## src/rtl/pong_pkg.sv

```systemverilog
// Shared definitions for the Pong input path: button FSM states and default
// timing constants used by btn_conditioner, paddle_ctrl and the menu logic.
package pong_pkg;

  typedef enum logic [1:0] {
    IDLE        = 2'd0,
    DEB_PRESS   = 2'd1,
    HELD        = 2'd2,
    DEB_RELEASE = 2'd3
  } btn_state_e;

  localparam int CLK_HZ           = 100_000_000;
  localparam int DEBOUNCE_MS      = 10;
  localparam int REPEAT_MS        = 500;
  localparam int REPEAT_PERIOD_MS = 100;

  localparam int CYCLES_PER_MS         = CLK_HZ / 1000;
  localparam int DEF_STABLE_CYCLES     = CYCLES_PER_MS * DEBOUNCE_MS;
  localparam int DEF_REPEAT_DELAY      = CYCLES_PER_MS * REPEAT_MS;
  localparam int DEF_REPEAT_PERIOD     = CYCLES_PER_MS * REPEAT_PERIOD_MS;

  // Counter width large enough for the biggest terminal count plus one spare bit.
  function automatic int cnt_width(input int a, input int b, input int c);
    int m;
    m = a;
    if (b > m) m = b;
    if (c > m) m = c;
    return $clog2(m) + 1;
  endfunction

endpackage

```

## src/rtl/btn_conditioner_tick_counter.sv

```systemverilog
// Saturating up-counter with synchronous load and a "this tick reaches the
// terminal count" flag, shared by the debounce and auto-repeat timers.
module tick_counter #(
  parameter int W = 8
) (
  input  logic         clk,
  input  logic         rst_n,
  input  logic         i_load,
  input  logic [W-1:0] i_load_val,
  input  logic         i_en,
  input  logic [W-1:0] i_term,
  output logic         o_hit
);

  logic [W-1:0] r_cnt;
  logic [W-1:0] w_inc;

  assign w_inc = r_cnt + W'(1);
  assign o_hit = i_en && (w_inc == i_term);

  // Load wins over count; counting stops at the terminal value so it never wraps.
  always_ff @(posedge clk or negedge rst_n) begin
    if (!rst_n) begin
      r_cnt <= '0;
    end else if (i_load) begin
      r_cnt <= i_load_val;
    end else if (i_en && (r_cnt != i_term)) begin
      r_cnt <= w_inc;
    end
  end

endmodule

```

## src/rtl/btn_conditioner.sv

```systemverilog
// Debounces a synchronized button level with hysteresis on both edges and
// produces a clean level, press/release pulses and an auto-repeat pulse train.
module btn_conditioner
  import pong_pkg::*;
#(
  parameter int STABLE_CYCLES = DEF_STABLE_CYCLES,
  parameter int REPEAT_EN     = 1,
  parameter int REPEAT_DELAY  = DEF_REPEAT_DELAY,
  parameter int REPEAT_PERIOD = DEF_REPEAT_PERIOD
) (
  input  logic clk,
  input  logic rst_n,
  input  logic btn_sync,
  output logic btn_level,
  output logic press_pulse,
  output logic release_pulse,
  output logic repeat_pulse
);

  localparam int CNT_W = cnt_width(STABLE_CYCLES, REPEAT_DELAY, REPEAT_PERIOD);

  btn_state_e r_state;
  btn_state_e w_state_next;

  logic r_level, r_press, r_release, r_repeat, r_rep_armed;
  logic w_level_next, w_press_next, w_release_next, w_repeat_next, w_rep_armed_next;

  logic             w_stb_load, w_stb_en, w_stb_hit;
  logic [CNT_W-1:0] w_stb_load_val;
  logic             w_rep_load, w_rep_en, w_rep_hit;
  logic [CNT_W-1:0] w_rep_term;

  // After the first repeat the counter measures the shorter period instead of the delay.
  assign w_rep_term = r_rep_armed ? CNT_W'(REPEAT_PERIOD) : CNT_W'(REPEAT_DELAY);

  tick_counter #(.W(CNT_W)) u_stable_cnt (
    .clk        (clk),
    .rst_n      (rst_n),
    .i_load     (w_stb_load),
    .i_load_val (w_stb_load_val),
    .i_en       (w_stb_en),
    .i_term     (CNT_W'(STABLE_CYCLES)),
    .o_hit      (w_stb_hit)
  );

  tick_counter #(.W(CNT_W)) u_repeat_cnt (
    .clk        (clk),
    .rst_n      (rst_n),
    .i_load     (w_rep_load),
    .i_load_val ('0),
    .i_en       (w_rep_en),
    .i_term     (w_rep_term),
    .o_hit      (w_rep_hit)
  );

  always_ff @(posedge clk or negedge rst_n) begin
    if (!rst_n) begin
      r_state     <= IDLE;
      r_level     <= 1'b0;
      r_press     <= 1'b0;
      r_release   <= 1'b0;
      r_repeat    <= 1'b0;
      r_rep_armed <= 1'b0;
    end else begin
      r_state     <= w_state_next;
      r_level     <= w_level_next;
      r_press     <= w_press_next;
      r_release   <= w_release_next;
      r_repeat    <= w_repeat_next;
      r_rep_armed <= w_rep_armed_next;
    end
  end

  always_comb begin
    w_state_next     = r_state;
    w_press_next     = 1'b0;
    w_release_next   = 1'b0;
    w_repeat_next    = 1'b0;
    w_rep_armed_next = r_rep_armed;
    w_stb_load       = 1'b0;
    w_stb_load_val   = '0;
    w_stb_en         = 1'b0;
    w_rep_load       = 1'b0;
    w_rep_en         = 1'b0;

    case (r_state)
      IDLE: begin
        if (btn_sync) begin
          if (STABLE_CYCLES == 1) begin
            w_state_next     = HELD;
            w_press_next     = 1'b1;
            w_rep_load       = 1'b1;
            w_rep_armed_next = 1'b0;
          end else begin
            w_state_next   = DEB_PRESS;
            w_stb_load     = 1'b1;
            w_stb_load_val = CNT_W'(1);
          end
        end
      end

      DEB_PRESS: begin
        if (btn_sync) begin
          w_stb_en = 1'b1;
          if (w_stb_hit) begin
            w_state_next     = HELD;
            w_press_next     = 1'b1;
            w_stb_load       = 1'b1;
            w_rep_load       = 1'b1;
            w_rep_armed_next = 1'b0;
          end
        end else begin
          w_state_next = IDLE;
          w_stb_load   = 1'b1;
        end
      end

      HELD: begin
        if (btn_sync) begin
          w_rep_en = (REPEAT_EN != 0);
          if (w_rep_hit) begin
            w_repeat_next    = 1'b1;
            w_rep_load       = 1'b1;
            w_rep_armed_next = 1'b1;
          end
        end else if (STABLE_CYCLES == 1) begin
          w_state_next   = IDLE;
          w_release_next = 1'b1;
        end else begin
          // Repeat counter is left untouched here so a bounce resumes where it paused.
          w_state_next   = DEB_RELEASE;
          w_stb_load     = 1'b1;
          w_stb_load_val = CNT_W'(1);
        end
      end

      DEB_RELEASE: begin
        if (!btn_sync) begin
          w_stb_en = 1'b1;
          if (w_stb_hit) begin
            w_state_next   = IDLE;
            w_release_next = 1'b1;
            w_stb_load     = 1'b1;
          end
        end else begin
          w_state_next = HELD;
          w_stb_load   = 1'b1;
        end
      end

      default: begin
        w_state_next = IDLE;
      end
    endcase

    w_level_next = (w_state_next == HELD) || (w_state_next == DEB_RELEASE);
  end

  assign btn_level     = r_level;
  assign press_pulse   = r_press;
  assign release_pulse = r_release;
  assign repeat_pulse  = r_repeat;

endmodule

```

## config.mk

```make
export PLATFORM = sky130hd
export DESIGN_NAME = btn_conditioner
export DESIGN_NICKNAME = d
export VERILOG_FILES = /design/src/rtl/pong_pkg.sv /design/src/rtl/btn_conditioner_tick_counter.sv /design/src/rtl/btn_conditioner.sv
export SDC_FILE = /design/constraint.sdc
export NUM_CORES = 1
export LEC_CHECK = 0
export CAP_MARGIN = 0
export CORE_UTILIZATION = 35
export DETAILED_ROUTE_END_ITERATION = 16
export DONT_BUFFER_PORTS = 1
export RECOVER_POWER = 100
export REMOVE_ABC_BUFFERS = 1
export SLEW_MARGIN = 20
export SYNTH_ARGS = -nofsm -noshare
export SYNTH_HDL_FRONTEND = slang
export SYNTH_SLANG_ARGS = --single-unit
```

## constraint.sdc

```tcl
create_clock -name clk -period 3.91 [get_ports clk]
set_clock_uncertainty 0.15 [all_clocks]
set_input_delay 0.5865 -clock clk [delete_from_list [all_inputs] [get_ports clk]]
set_output_delay 0.5865 -clock clk [all_outputs]
set_load 0.02 [all_outputs]
```

Word-level counts from Yosys, hierarchy flattened --
Cells that the tools add are included.
Word-level totals: output and inout port bits 4, bits of input ports 3, word-level logic and storage cells 69, register bits after elaboration 61
Operators by class: reductions and logical operators 10, multiplexer cells 36, eq/ne operators 13, add/subtract/negate cells 2
Operators by type and width (count):
- $mux 27 | 4
- $add 27x1->27 const B | 2
- $eq 27x20->1 const B | 1
- $eq 27x26->1 | 1
- $ne 27x20->1 const B | 1
- $ne 27x26->1 | 1
- $mux 26 | 1
- $mux 1 | 19
- $mux 2 | 6
- $eq 2x2->1 const B | 4
- $pmux 1 s2 | 4
- $pmux 2 s4 | 1
- $reduce_bool 2->1 | 3
- $reduce_and 5->1 | 1
- $logic_and 1x1->1 | 4
- $ne 2x1->1 const B | 2
- $ne 2x2->1 const B | 2
- $pmux 1 s4 | 1
- $eq 2x1->1 const B | 1
- $logic_not 2->1 | 1
- $logic_or 1x1->1 | 1

Logic depth before layout (Yosys ltp) --
word-level depth 8, depth in mapped cells 12, depth with buffers taken out 10

Modules after synthesis --
Synthesis repeated with hierarchy kept, for this count alone.
Unflattened totals: cells, all modules 651, area total of the unflattened synthesis 5330.1 um2
By module, submodules not included:
- tick_counter | cells an instance 302, seq. area each 675.6 um2, instances 2, area each 2448.6 um2
- btn_conditioner | cells an instance 47, seq. area each 150.1 um2, instances 1, area each 432.9 um2

Worst setup path after synthesis --
OpenSTA, ideal clock, no wires.
kind reg-to-reg, start point register u_stable_cnt.r_cnt[0], end point register u_repeat_cnt.r_cnt[0], setup slack 831 ps, required time 3623 ps, cell stages (with the launch flop) 11, clock period less this slack 3079 ps, data arrival time 2792 ps, buffers on the path 1, setup time 137 ps, cell sequence dfrtp_1 > ha_1 > nand4_1 > or4_4 > nor3b_1 > o22ai_1 > nor4_1 > nand2_1 > o22ai_2 > buf_4 > a21oi_1
On the way: word-level cells in the longest chain between the ends 7, elaborated cells between the ends (all ways) 8, classes of those cells add/sub: 1; eq/ne: 1; mux: 4; reduce/logical: 2
RTL lines:
- start: declaration | line btn_conditioner_tick_counter.sv:15 | logic [W-1:0] r_cnt;
- start signal: assignment | line btn_conditioner_tick_counter.sv:26 | r_cnt <= i_load_val;
- start signal: assignment | line btn_conditioner_tick_counter.sv:28 | r_cnt <= w_inc;
- $add 27x1->27 * | line btn_conditioner_tick_counter.sv:18 | assign w_inc = r_cnt + W'(1);
- $eq 27x20->1 * | line btn_conditioner_tick_counter.sv:19 | assign o_hit = i_en && (w_inc == i_term);
- $logic_and 1x1->1 * | line btn_conditioner_tick_counter.sv:19
- $mux 1 * | line btn_conditioner.sv:105 | if (w_stb_hit) begin
- $mux 1 * | line btn_conditioner.sv:103 | if (btn_sync) begin
- $pmux 1 s2 * | line btn_conditioner.sv:86 | case (r_state)
- $mux 27 / $reduce_bool 2->1 (equally long branches)
- end signal: assignment | line btn_conditioner_tick_counter.sv:26
- end signal: assignment | line btn_conditioner_tick_counter.sv:28
- end: declaration | line btn_conditioner_tick_counter.sv:15
Mark *: on every way between the ends. The rest lies on a longest branch, timed or not. A chain may end at the register's enable or synchronous reset.

Final worst setup path --
start point register u_stable_cnt.r_cnt[0], end point register u_stable_cnt.r_cnt[14]
On the way: word-level cells in the longest chain between the ends 7, elaborated cells between the ends (all ways) 12, classes of those cells add/sub: 1; eq/ne: 2; mux: 6; reduce/logical: 3
RTL lines (line):
- $add 27x1->27 | btn_conditioner_tick_counter.sv:18
- $eq 27x20->1 | btn_conditioner_tick_counter.sv:19
- $logic_and 1x1->1 | btn_conditioner_tick_counter.sv:19
- $mux 1 | btn_conditioner.sv:105, btn_conditioner.sv:140
- $mux 1, on equally long branches | btn_conditioner.sv:138, btn_conditioner.sv:103
- $pmux 1 s4 | btn_conditioner.sv:86
- $mux 27 / $reduce_bool 2->1 (equally long branches)
Several ways; a longest one is shown, not always the timed one. The select of a mux whose other input is x is not followed.

==> summary.txt <==
Run status
  – Outcome: complete, but fails checks
  – Failing checks: max-capacitance violations, max-slew violations

Worst setup path
  – Slowest stage cell, crit path: or4_1
  – Worst EP required: slightly below 4000 ps
  – WP buf/inv: 1
  – Critical path endpoint category: flop
  – CP Depth: 10
  – Worst path top cell family by delay: simple AND/OR/NAND/NOR gates
  – Max FO, Critical Path: 26
  – Critical path type: flop to flop
  – Critical Path Source Type: flop
  – Worst path max stage delay: ~580 ps
  – Worst EP arrival: ~3600 ps
  – Reg2reg path depth: 10
  – Crit-path cells: ha_1 > nand4_1 > or4_1 > nor3b_1 > o211ai_1 > nor4_4 > a211oi_1 > nor2_4 > buf_4 > nor2_1

Power and ir drop
  – VDD IR max: 0.194 mV
  – Combinational share of power: 29.2%
  – Leakage: 1.82 nW
  – Pwr/cell area: about 460 nW/um^2
  – Pint: 1.46 mW
  – Sw Ratio: roughly 36%
  – Clk network pwr share: 36.5%
  – Seq pwr share: around a third
  – Sw power: slightly above 0.8 mW

Place
  – Routability cong.: roughly 0.85
  – I/O Buffers: 0
  – Placed cells: a little under 700
  – HPWL after detailed placement: just over 7000 um

Synth
  – EDFF count, synth: 0
  – Async SR Flop Fraction: between 90% and 100%
  – Most common cell in the netlist: dfrtp_1
  – Largest cells by area after synthesis: dfrtp_1, xnor2_1, nor2_1, a21oi_1, xor2_1
  – Compound-gate portion of the synthesized area: approximately 13%
  – Synth Warn #: 0
  – Adder-Cell Fraction of Synth Area: 2.71%
  – Predominant post-synthesis flop cell: dfrtp_1
  – Mean Syn Cell Area: about 8.4 sq um
  – Post-Synth XOR/XNOR Area: 12.2%
  – Seq/Total Area, Yosys: between 30% and 40%
  – Multiplexer share of the synthesized area: between 2 and 2.5%
  – Synth top cells by count: dfrtp_1, nor2_1, nand2_1
  – Post-synthesis simple-gate area fraction: just under 30%
  – #FFs+latches synth: 61
  – Top cell type's share of synthesized area: between 30% and 40%
  – Largest family of logic cells by synthesized area: simple AND/OR/NAND/NOR gates
  – Synth area leader: dfrtp_1
  – Synth cell types: 69
  – Synthesized area: between 4000 and 5000 sq um
  – Cells after Synth: around 550

Drt
  – DR WL/cell: between 10 and 15 um
  – DR vias: around 3900
  – Router iterations before antenna repair: 5
  – DRC Markers: 0
  – Final ANT Viol Nets: 0
  – Initial DRC Count: roughly 330
  – Via density: 5.48
  – Drt total wl: about 10000 um

STA
  – Final period utilization: between 80% and 90%
  – Relative slew slack: -0.783%
  – Worst-Margin Slew: 1510 ps
  – Max Slew Vio Count: 62
  – Final Hold Vio Count: 0
  – RSZ-0062 raised after global routing: no
  – Max Clk Rate: around 290 MHz
  – Final number of setup-violating endpoints: 0
  – Setup TNS: 0 ps
  – Period minus WS final: approximately 3500 ps

Cells and area
  – Non-Filler Instances: ~700
  – Total Nets Final: approximately 540
  – Fillers: 1323
  – Area grow syn2layout: 7.38%
  – Fraction of layout cells with a size suffix above 1: 8.66%

Clock network
  – Total CTS buffers: 9
  – H-tree Lvls: 3
  – Root Buffer: clkbuf_16
  – Clock latency on the worst-skew pair: 330 ps
  – Clk buf depth: 2
  – TritonCTS clock tree: built
  – Clock Sinks: just over 60
  – Clock-pin slew on the worst setup and hold paths: approximately 50 ps
  – Post-CTS Setup Bufs: 0

Global route
  – Vias in the first global route: 3745
  – Largest net degree at the start of global routing: 62
  – First-pass GRT wire length: roughly 18000 um
  – All-Layer GR Usage: between 10% and 20%
  – Initial antenna violation count: 1
  – Grt total ovfl: 0

Die
  – Top Ports: 7
  – Initial core utilization: about 36%
  – Die X: 117 um
  – Num rows: between 40 and 50
  – Core Box Area: 12700 sq um
  – Die ar.: between 10000 and 15000 sq um
  – Die H: roughly 120 um

Run
  – Maxcap violations: 1

Worst hold path
  – HP Class: primary input to flop
  – Worst Hold Depth: 2
==> flip-flops by register name, indices dropped and copies added, names as in the netlist <==
signal	cells
u_repeat_cnt.r_cnt	27
r_state	2
u_stable_cnt.r_cnt	27
btn_level	1
repeat_pulse	1
press_pulse	1
r_rep_armed	1
release_pulse	1
==> layout make-up <==
cell class	count	area, sq um	share of cell area [%]
Clock buffer	12	267	5.38
Clock inverter	4	45.0	0.910
Antenna cell	1	2.50	0.0506
Timing Repair Buffer	9	67.6	1.37
Multi-Input combinational cell	426	2760	55.7
Sequential cell	61	1530	30.8
Tap cell	172	215	4.35
Inverter	19	71.3	1.44
==> cell families (layout without fill, tap and decap cells) <==
group / Yosys count / count (layout)
AND/OR/NAND/NOR: 255 / 255
AO/OA/AOI/OAI: 86 / 86
XOR/XNOR: 64 / 64
buffers and inverters: 62 / 44
flip-flops: 61 / 61
multiplexers: 11 / 11
adder cells (fa/ha/maj): 10 / 10
other: 0 / 1
==> cells in the final DEF (no fill, tap or decap), types with 4 or more instances in the layout <==
master / Yosys / routed
buf_4: 4 / 7
nand2_1: 46 / 46
inv_1: 19 / 19
or2_2: 4 / 4
xor2_1: 22 / 22
mux2i_1: 10 / 10
clkbuf_16: 0 / 9
nor2_1: 58 / 58
nor4_1: 23 / 23
nand4_1: 20 / 20
xnor2_1: 42 / 42
nor4b_1: 4 / 4
nand3_1: 28 / 28
nor3_1: 24 / 24
and3_1: 8 / 8
nand2b_1: 4 / 4
a21oi_1: 40 / 40
ha_1: 10 / 10
o21ai_0: 7 / 7
a31oi_1: 4 / 4
and2_1: 7 / 7
dfrtp_1: 61 / 61
==> power groups by stage <==
stage	Sequential, mW	Clock [mW]	Combinational, mW
floorplan	0.770	0	0.470
global route	0.795	0.875	0.742
CTS	0.781	0.844	0.670
global placement	0.788	0	0.641
detailed placement	0.791	0	0.651
finish	0.781	0.828	0.662
==> stage by stage <==
step / setup slack [ps] / power (mW) / utilization (%) / hold WS [ps] / cell area, sq um
2_1_floorplan: 444 / 1.24 / - / 141 / 4340
3_3_place_gp: 580 / 1.43 / 36.3 / 144 / 4620
3_5_place_dp: 445 / 1.44 / 36.3 / 144 / 4620
4_1_cts: 439 / 2.30 / 39.1 / 354 / 4970
5_1_grt: 61.7 / 2.41 / 38.9 / 351 / 4950
6_report: 414 / 2.27 / 38.9 / 354 / 4950
==> worst paths after layout <==
check,start,endpoint,slack (ps)
worst min register to register,r_state[0],r_state[0],420
worst max-delay path,u_stable_cnt.r_cnt[0],u_stable_cnt.r_cnt[14],410
min in group asynchronous,rst_n,u_stable_cnt.r_cnt[23],1040
worst min-delay path,btn_sync,r_state[1],350
max in group asynchronous,rst_n,u_repeat_cnt.r_cnt[26],1670
worst max register to register,u_stable_cnt.r_cnt[0],u_stable_cnt.r_cnt[14],410
==> metal layers <==
| metal | up-vias | GRT usage, % | part of all wire, % |
|---|---|---|---|
| li1 | 1912 | - | - |
| met1 | 1868 | 20.6 | 47 |
| met2 | 65 | 27.5 | 48 |
| met3 | 14 | 5.45 | 4.4 |
| met4 | 0 | 5.06 | 1.3 |
| met5 | - | 0 | 0 |
==> timing repair <==
action,CTS,global route
endpoints found under the setup margin,0,0
endpoints found under the hold margin,61,0
hold buffers,2,0
gates resized for setup,0,0
Power figures use the tool's default switching activity.
